File: src/rtl/rip_dmem_ctrl_if.sv
// Port-1 bus bundle for rip_dmem_ctrl: CPU request/response handshake plus the BRAM port-1 pins.
// The controller takes the slave side; the CPU/BRAM environment takes the master side.
interface rip_dmem_ctrl_if #(
  parameter int ADDR_WIDTH = 10
);
  logic                  req_valid;
  logic                  req_ready;
  logic                  req_we;
  logic [2:0]            req_funct3;
  logic [31:0]           req_addr;
  logic [31:0]           req_wdata;
  logic                  rsp_valid;
  logic                  rsp_err;
  logic [31:0]           rsp_rdata;
  logic                  mem_enable;
  logic [ADDR_WIDTH-1:0] mem_addr;
  logic [3:0]            mem_we;
  logic [31:0]           mem_din;
  logic [31:0]           mem_dout;

  modport master (
    output req_valid, req_we, req_funct3, req_addr, req_wdata, mem_dout,
    input  req_ready, rsp_valid, rsp_err, rsp_rdata,
           mem_enable, mem_addr, mem_we, mem_din
  );

  modport slave (
    input  req_valid, req_we, req_funct3, req_addr, req_wdata, mem_dout,
    output req_ready, rsp_valid, rsp_err, rsp_rdata,
           mem_enable, mem_addr, mem_we, mem_din
  );
endinterface

File: src/rtl/rip_dmem_ctrl.sv
// RV32 load/store sequencer for BRAM port 1: byte enables, store-data shifting, load extension,
// and splitting of word-crossing accesses into two BRAM cycles.
module rip_dmem_ctrl #(
  parameter int ADDR_WIDTH = 10,
  parameter bit SPLIT_EN   = 1'b1
) (
  input  logic           clk,
  input  logic           rst,
  rip_dmem_ctrl_if.slave bus
);

  typedef enum logic [2:0] {S_IDLE, S_ACC1, S_ACC2, S_RESP, S_ERR} state_t;

  state_t                state_q, state_d;
  logic                  we_q, we_d;
  logic [2:0]            f3_q, f3_d;
  logic [ADDR_WIDTH+1:0] addr_q, addr_d;
  logic [31:0]           wdata_q, wdata_d;
  logic [31:0]           lo_q, lo_d;
  logic                  split_q, split_d;

  logic                  mem_enable_q, mem_enable_d;
  logic [ADDR_WIDTH-1:0] mem_addr_q, mem_addr_d;
  logic [3:0]            mem_we_q, mem_we_d;
  logic [31:0]           mem_din_q, mem_din_d;
  logic                  rsp_valid_q, rsp_valid_d;
  logic                  rsp_err_q, rsp_err_d;

  logic                  req_ready;
  logic                  accept;
  logic [3:0]            size_mask;
  logic [7:0]            bmask8;
  logic [63:0]           wd64;
  logic                  illegal, out_of_range, misaligned;
  logic [63:0]           r64;
  logic [31:0]           x;
  logic [31:0]           rdata;

  // Gated by rst so the requester never sees ready while reset is held.
  assign req_ready = (state_q == S_IDLE) && !rst;
  assign accept    = bus.req_valid && req_ready;

  always_comb begin
    // NOTE: every variable gets a default first so no branch leaves it unassigned (no latches).
    state_d = state_q;
    we_d    = we_q;
    f3_d    = f3_q;
    addr_d  = addr_q;
    wdata_d = wdata_q;
    lo_d    = lo_q;
    split_d = split_q;

    if (accept) begin
      we_d    = bus.req_we;
      f3_d    = bus.req_funct3;
      addr_d  = bus.req_addr[ADDR_WIDTH+1:0];
      wdata_d = bus.req_wdata;
    end

    unique case (f3_d[1:0])
      2'b00:   size_mask = 4'b0001;
      2'b01:   size_mask = 4'b0011;
      default: size_mask = 4'b1111;
    endcase
    bmask8 = {4'b0000, size_mask} << addr_d[1:0];
    wd64   = {32'b0, wdata_d} << {addr_d[1:0], 3'b000};
    if (accept) split_d = |bmask8[7:4];

    illegal      = we_d ? (f3_d >= 3'b011) : ((f3_d[1:0] == 2'b11) || (f3_d == 3'b110));
    out_of_range = |bus.req_addr[31:ADDR_WIDTH+2];
    misaligned   = !SPLIT_EN && (|bmask8[7:4]);

    unique case (state_q)
      S_IDLE: if (accept) state_d = (illegal || out_of_range || misaligned) ? S_ERR : S_ACC1;
      S_ACC1: state_d = split_q ? S_ACC2 : S_RESP;
      S_ACC2: begin
        state_d = S_RESP;
        lo_d    = bus.mem_dout;
      end
      default: state_d = S_IDLE;
    endcase

    // Outputs are decoded from the next state so they come straight out of flops.
    mem_enable_d = 1'b0;
    mem_addr_d   = '0;
    mem_we_d     = 4'b0000;
    mem_din_d    = 32'b0;
    rsp_valid_d  = (state_d == S_RESP) || (state_d == S_ERR);
    rsp_err_d    = (state_d == S_ERR);
    if (state_d == S_ACC1) begin
      mem_enable_d = 1'b1;
      mem_addr_d   = addr_d[ADDR_WIDTH+1:2];
      if (we_d) begin
        mem_we_d  = bmask8[3:0];
        mem_din_d = wd64[31:0];
      end
    end else if (state_d == S_ACC2) begin
      mem_enable_d = 1'b1;
      mem_addr_d   = addr_d[ADDR_WIDTH+1:2] + 1'b1;
      if (we_d) begin
        mem_we_d  = bmask8[7:4];
        mem_din_d = wd64[63:32];
      end
    end
  end

  // Load result depends on BRAM data arriving in RESP, so it is decoded rather than registered.
  always_comb begin
    r64   = split_q ? {bus.mem_dout, lo_q} : {32'b0, bus.mem_dout};
    x     = 32'(r64 >> {addr_q[1:0], 3'b000});
    rdata = 32'b0;
    if (state_q == S_RESP && !we_q) begin
      unique case (f3_q)
        3'b000:  rdata = {{24{x[7]}}, x[7:0]};
        3'b001:  rdata = {{16{x[15]}}, x[15:0]};
        3'b100:  rdata = {24'b0, x[7:0]};
        3'b101:  rdata = {16'b0, x[15:0]};
        default: rdata = x;
      endcase
    end
  end

  always_ff @(posedge clk) begin
    // NOTE: capture registers are reset with the control state so post-reset contents are deterministic.
    if (rst) begin
      state_q      <= S_IDLE;
      we_q         <= 1'b0;
      f3_q         <= 3'b000;
      addr_q       <= '0;
      wdata_q      <= 32'b0;
      lo_q         <= 32'b0;
      split_q      <= 1'b0;
      mem_enable_q <= 1'b0;
      mem_addr_q   <= '0;
      mem_we_q     <= 4'b0000;
      mem_din_q    <= 32'b0;
      rsp_valid_q  <= 1'b0;
      rsp_err_q    <= 1'b0;
    end else begin
      // NOTE: non-blocking so every flop updates from the same pre-edge values.
      state_q      <= state_d;
      we_q         <= we_d;
      f3_q         <= f3_d;
      addr_q       <= addr_d;
      wdata_q      <= wdata_d;
      lo_q         <= lo_d;
      split_q      <= split_d;
      mem_enable_q <= mem_enable_d;
      mem_addr_q   <= mem_addr_d;
      mem_we_q     <= mem_we_d;
      mem_din_q    <= mem_din_d;
      rsp_valid_q  <= rsp_valid_d;
      rsp_err_q    <= rsp_err_d;
    end
  end

  assign bus.req_ready  = req_ready;
  assign bus.rsp_valid  = rsp_valid_q;
  assign bus.rsp_err    = rsp_err_q;
  assign bus.rsp_rdata  = rdata;
  assign bus.mem_enable = mem_enable_q;
  assign bus.mem_addr   = mem_addr_q;
  assign bus.mem_we     = mem_we_q;
  assign bus.mem_din    = mem_din_q;

endmodule

File: src/flat_wrapper.sv
// flat-port wrapper written by rule: the top's interface ports become plain ports
module rip_dmem_ctrl_flat 
#(
  parameter int ADDR_WIDTH = 10,
  parameter bit SPLIT_EN   = 1'b1
)
  (clk, rst, bus_req_valid, bus_req_we, bus_req_funct3, bus_req_addr, bus_req_wdata, bus_mem_dout, bus_req_ready, bus_rsp_valid, bus_rsp_err, bus_rsp_rdata, bus_mem_enable, bus_mem_addr, bus_mem_we, bus_mem_din);
  rip_dmem_ctrl_if #(.ADDR_WIDTH(ADDR_WIDTH)) bus_i ();
  input  logic clk;
  input  logic rst;
  input wire logic [$bits(bus_i.req_valid)-1:0] bus_req_valid;
  input wire logic [$bits(bus_i.req_we)-1:0] bus_req_we;
  input wire logic [$bits(bus_i.req_funct3)-1:0] bus_req_funct3;
  input wire logic [$bits(bus_i.req_addr)-1:0] bus_req_addr;
  input wire logic [$bits(bus_i.req_wdata)-1:0] bus_req_wdata;
  input wire logic [$bits(bus_i.mem_dout)-1:0] bus_mem_dout;
  output wire logic [$bits(bus_i.req_ready)-1:0] bus_req_ready;
  output wire logic [$bits(bus_i.rsp_valid)-1:0] bus_rsp_valid;
  output wire logic [$bits(bus_i.rsp_err)-1:0] bus_rsp_err;
  output wire logic [$bits(bus_i.rsp_rdata)-1:0] bus_rsp_rdata;
  output wire logic [$bits(bus_i.mem_enable)-1:0] bus_mem_enable;
  output wire logic [$bits(bus_i.mem_addr)-1:0] bus_mem_addr;
  output wire logic [$bits(bus_i.mem_we)-1:0] bus_mem_we;
  output wire logic [$bits(bus_i.mem_din)-1:0] bus_mem_din;
  assign bus_i.req_valid = bus_req_valid;
  assign bus_i.req_we = bus_req_we;
  assign bus_i.req_funct3 = bus_req_funct3;
  assign bus_i.req_addr = bus_req_addr;
  assign bus_i.req_wdata = bus_req_wdata;
  assign bus_i.mem_dout = bus_mem_dout;
  assign bus_req_ready = bus_i.req_ready;
  assign bus_rsp_valid = bus_i.rsp_valid;
  assign bus_rsp_err = bus_i.rsp_err;
  assign bus_rsp_rdata = bus_i.rsp_rdata;
  assign bus_mem_enable = bus_i.mem_enable;
  assign bus_mem_addr = bus_i.mem_addr;
  assign bus_mem_we = bus_i.mem_we;
  assign bus_mem_din = bus_i.mem_din;
  rip_dmem_ctrl #(.ADDR_WIDTH(ADDR_WIDTH), .SPLIT_EN(SPLIT_EN)) u_core (.clk(clk), .rst(rst), .bus(bus_i));
endmodule
File: config.mk
export PLATFORM = sky130hd
export DESIGN_NAME = rip_dmem_ctrl_flat
export DESIGN_NICKNAME = d
export VERILOG_FILES = /design/src/rtl/rip_dmem_ctrl_if.sv /design/src/rtl/rip_dmem_ctrl.sv /design/src/flat_wrapper.sv
export SDC_FILE = /design/constraint.sdc
export NUM_CORES = 1
export LEC_CHECK = 0
export CAP_MARGIN = 5
export CORE_MARGIN = 2
export CORE_UTILIZATION = 45
export CTS_BUF_LIST = sky130_fd_sc_hd__clkbuf_4 sky130_fd_sc_hd__clkbuf_8 sky130_fd_sc_hd__clkbuf_16
export DETAILED_ROUTE_END_ITERATION = 12
export PLACE_DENSITY = 0.82
export SYNTH_ARGS = -nofsm -noshare
export SYNTH_HDL_FRONTEND = slang
export SYNTH_SLANG_ARGS = --single-unit
File: constraint.sdc
create_clock -name clk -period 5.65 [get_ports clk]
set_clock_uncertainty 0.2 [all_clocks]
set_input_delay 0.565 -clock clk [delete_from_list [all_inputs] [get_ports clk]]
set_output_delay 0.565 -clock clk [all_outputs]
set_load 0.01 [all_outputs]
==> impl_metrics.ini <==
[status]
outcome = completed

[logic_synthesis]
avgSynthCellArea_sq_um = 8.087
synthArstFlopShare_pct = 0
synth_edf_count = 0
synth_cell_types = 70
yosys.area.top_type = dfxtp_1
synth-seq-cells = 133
yosys.area.top_type_share_pct = 33.98
netlist_area_sq_mm = 0.007836
synth_flop_cell = dfxtp_1
synth_seq_area_share_pct = 33.98
netlist_top_cells_area = dfxtp_1 34%, a21oi_1 8.0%, nand2_1 7.3%
syn-num-nets = 1073
ys_warn_count = 0
postSynthCellCount = 969

[power_and_ir_drop]
p_int_mw = 1.867
swShare_pct = 25.33
p_sw_mw = 0.6333
power_leakage_nw = 3.493
sequentialPowerShare_pct = 39.1
p_per_area_mw_per_mm2 = 242.5
p_comb_share_pct = 15.0
irDropWorstVdd_mv = 0.2276
power.share.clock_pct = 45.9

[cts]
cts_max_level = 4
cts_hold_buf = 0
cts_setup_buffers = 0
cts-resized-gates = 0
clkTransAtPathRegs_ns = 0.06
cts_buffers = 17
cts_tree = done
clk_path_buf_depth = 2
clk-insertion-delay-late_ns = 0.43
clock_sinks = 133
root_buffer = clkbuf_16

[floorplan]
core_sq_mm = 0.01718
fp.dieW_um = 136.0
io_pins = 185
die-area_sq_mm = 0.01849
start_util_pct = 45.62
die_y_um = 136.0
row_count = 48

[sta]
hold_violations = 0
max_freq_ghz = 0.2370
timing.final.max_slew_violations = 0
period_needed_ns = 4.219
setup_violations = 0
worstMarginPinSlew_ns = 1.150
relSlewSlack_pct = 23.08
finalSetupTns_ns = 0
fin_crit_sh_pct = 74.68
grt_setup_unrepaired = no

[place]
port_buffers = 184
place_congestion = 0.9112
dp_hpwl_mm = 17.51

[route]
avgViaCountPerCell = 6.190
drc = 0
wl_mm = 26.00
wl_per_cell_um = 19.51
first_iter_violations = 1025
postRouteAntennaNets = 0
vias = 8251
dr.pass1.iters = 7

[setup_path]
cp-end-kind = primary output
critPathLaunchType = register
crit_required_ns = 4.89
worst-setup-path-type = register to primary output
critPathSlowestCell = clkdlybuf4s50_1
crit_buf_inv = 2
crit_fanout = 33
arrival_ns = 3.45
slowest_delay_ns = 0.60
critPathTopFamily = buffers and inverters
crit_chain = buf_4, and2_1, a22oi_1, a31oi_1, a21oi_1, a211oi_1, clkdlybuf4s50_1

[global_route]
grt_max_degree = 95
grt_pass1_vias = 7724
grt.total_usage_pct = 27.81
gr-total-overflow = 0
grt_pass1_wl_mm = 40.59
antenna_found_initial = 0

[finish]
multi_input_area_sq_mm = 0.004791
regArea_sq_mm = 0.002666
layout_common_cells = 183 x clkdlybuf4s50_1, 152 x nand2_1, 132 x dfxtp_1
final_common_cell = clkdlybuf4s50_1
area_delta_synth_final_pct = 31.57
fillers = 1545
drive_gt1_share_pct = 11.64
final_util_pct = 60.02
layout.nets = 1199
diodes = 0

[min_path]
hold_class = register to register

[run]
drv_cap = 0
kinds of logic after synthesis:
group                      count (synthesis)  synth area share, %
and+or+nand+nor                          358                22.29
muxes                                     88                13.80
adders and majority gates                  1               0.1596
buffers and inverters                     96                5.173
DFF                                      133                33.98
xor gates and xnor gates                   8               0.8942
AOI/OAI and AO/OA                        285                23.71
layer usage:
metal	routed length, um	global-route usage, %	part of all wire [%]	vias up
li1	-	-	-	3838
met1	10370	35.28	40	3847
met2	12090	45.37	46	482
met3	2509	5.108	9.6	84
met4	1037	13.95	4.0	0
met5	0	0	0	-
final cells by class:
cell class / instances / area share, %
clock buffers: 24 / 4.757
well taps: 225 / 2.731
flip-flops and latches: 133 / 25.86
repair buffers: 196 / 18.69
multi-input cells: 740 / 46.47
inverters: 7 / 0.3034
clock inverters: 8 / 1.189
cell usage after synthesis (11+ instances only):
| master | instances |
|---|---|
| mux4_2 | 11 |
| a22oi_1 | 16 |
| mux2_2 | 50 |
| or3_1 | 19 |
| o21ai_0 | 23 |
| nor3_1 | 11 |
| and2_1 | 11 |
| nand2_1 | 152 |
| dfxtp_1 | 133 |
| buf_2 | 14 |
| a211oi_1 | 30 |
| nor2_1 | 57 |
| nand3_1 | 24 |
| nand4_1 | 24 |
| o22ai_1 | 12 |
| clkbuf_1 | 65 |
| mux2i_1 | 27 |
| o211ai_1 | 12 |
| a21oi_1 | 125 |
power by group through the flow:
| stage | clock network [mW] | logic (mW) | registers, mW |
|---|---|---|---|
| CTS | 1.16 | 0.368 | 0.976 |
| global placement | 0 | 0.361 | 0.996 |
| finish | 1.15 | 0.376 | 0.978 |
| global route | 1.20 | 0.403 | 0.979 |
| floorplan | 0 | 0.226 | 0.988 |
| detailed placement | 0 | 0.366 | 0.997 |
stage by stage:
step	setup slack [ns]	total power [mW]	hold WS [ns]	instance area, sq um	cells
floorplan	2.649	1.214	0.2334	7836	969
global placement	1.628	1.357	0.2427	9697	1301
CTS	1.436	2.506	0.2553	10310	1333
finish	1.431	2.500	0.2567	10310	1333
detailed placement	1.520	1.362	0.2479	9697	1301
global route	1.225	2.583	0.2762	10310	1333
sequential cells by signal, indices dropped and copies added, names as in the netlist, 3 cells and up:
| register | flops |
|---|---|
| u_core.bus.mem_we | 4 |
| u_core.addr_q | 12 |
| u_core.lo_q | 32 |
| u_core.f3_q | 3 |
| u_core.bus.mem_addr | 10 |
| u_core.state_q | 3 |
| u_core.wdata_q | 32 |
| u_core.bus.mem_din | 32 |
path summary, 6_finish.rpt:
kind,from,endpoint,slack (ns),cells after the start
worst max-delay path,u_core.split_q,bus_rsp_rdata[17],1.43,7
worst max register to register,u_core.state_q[0],u_core.bus.mem_din[7],1.60,7
worst min-delay path,u_core.lo_q[1],u_core.lo_q[1],0.26,2
worst min register to register,u_core.lo_q[1],u_core.lo_q[1],0.26,2
worst register-to-register path: cells and delay by family, from the launching register on:
kind | cells | cell delay (ns)
AOI/OAI and AO/OA | 3 | 1.39
and+or+nand+nor | 2 | 1.16
buffers and inverters | 2 | 0.82
DFF | 1 | 0.37
No activity file was read; power rests on OpenSTA's default activity.
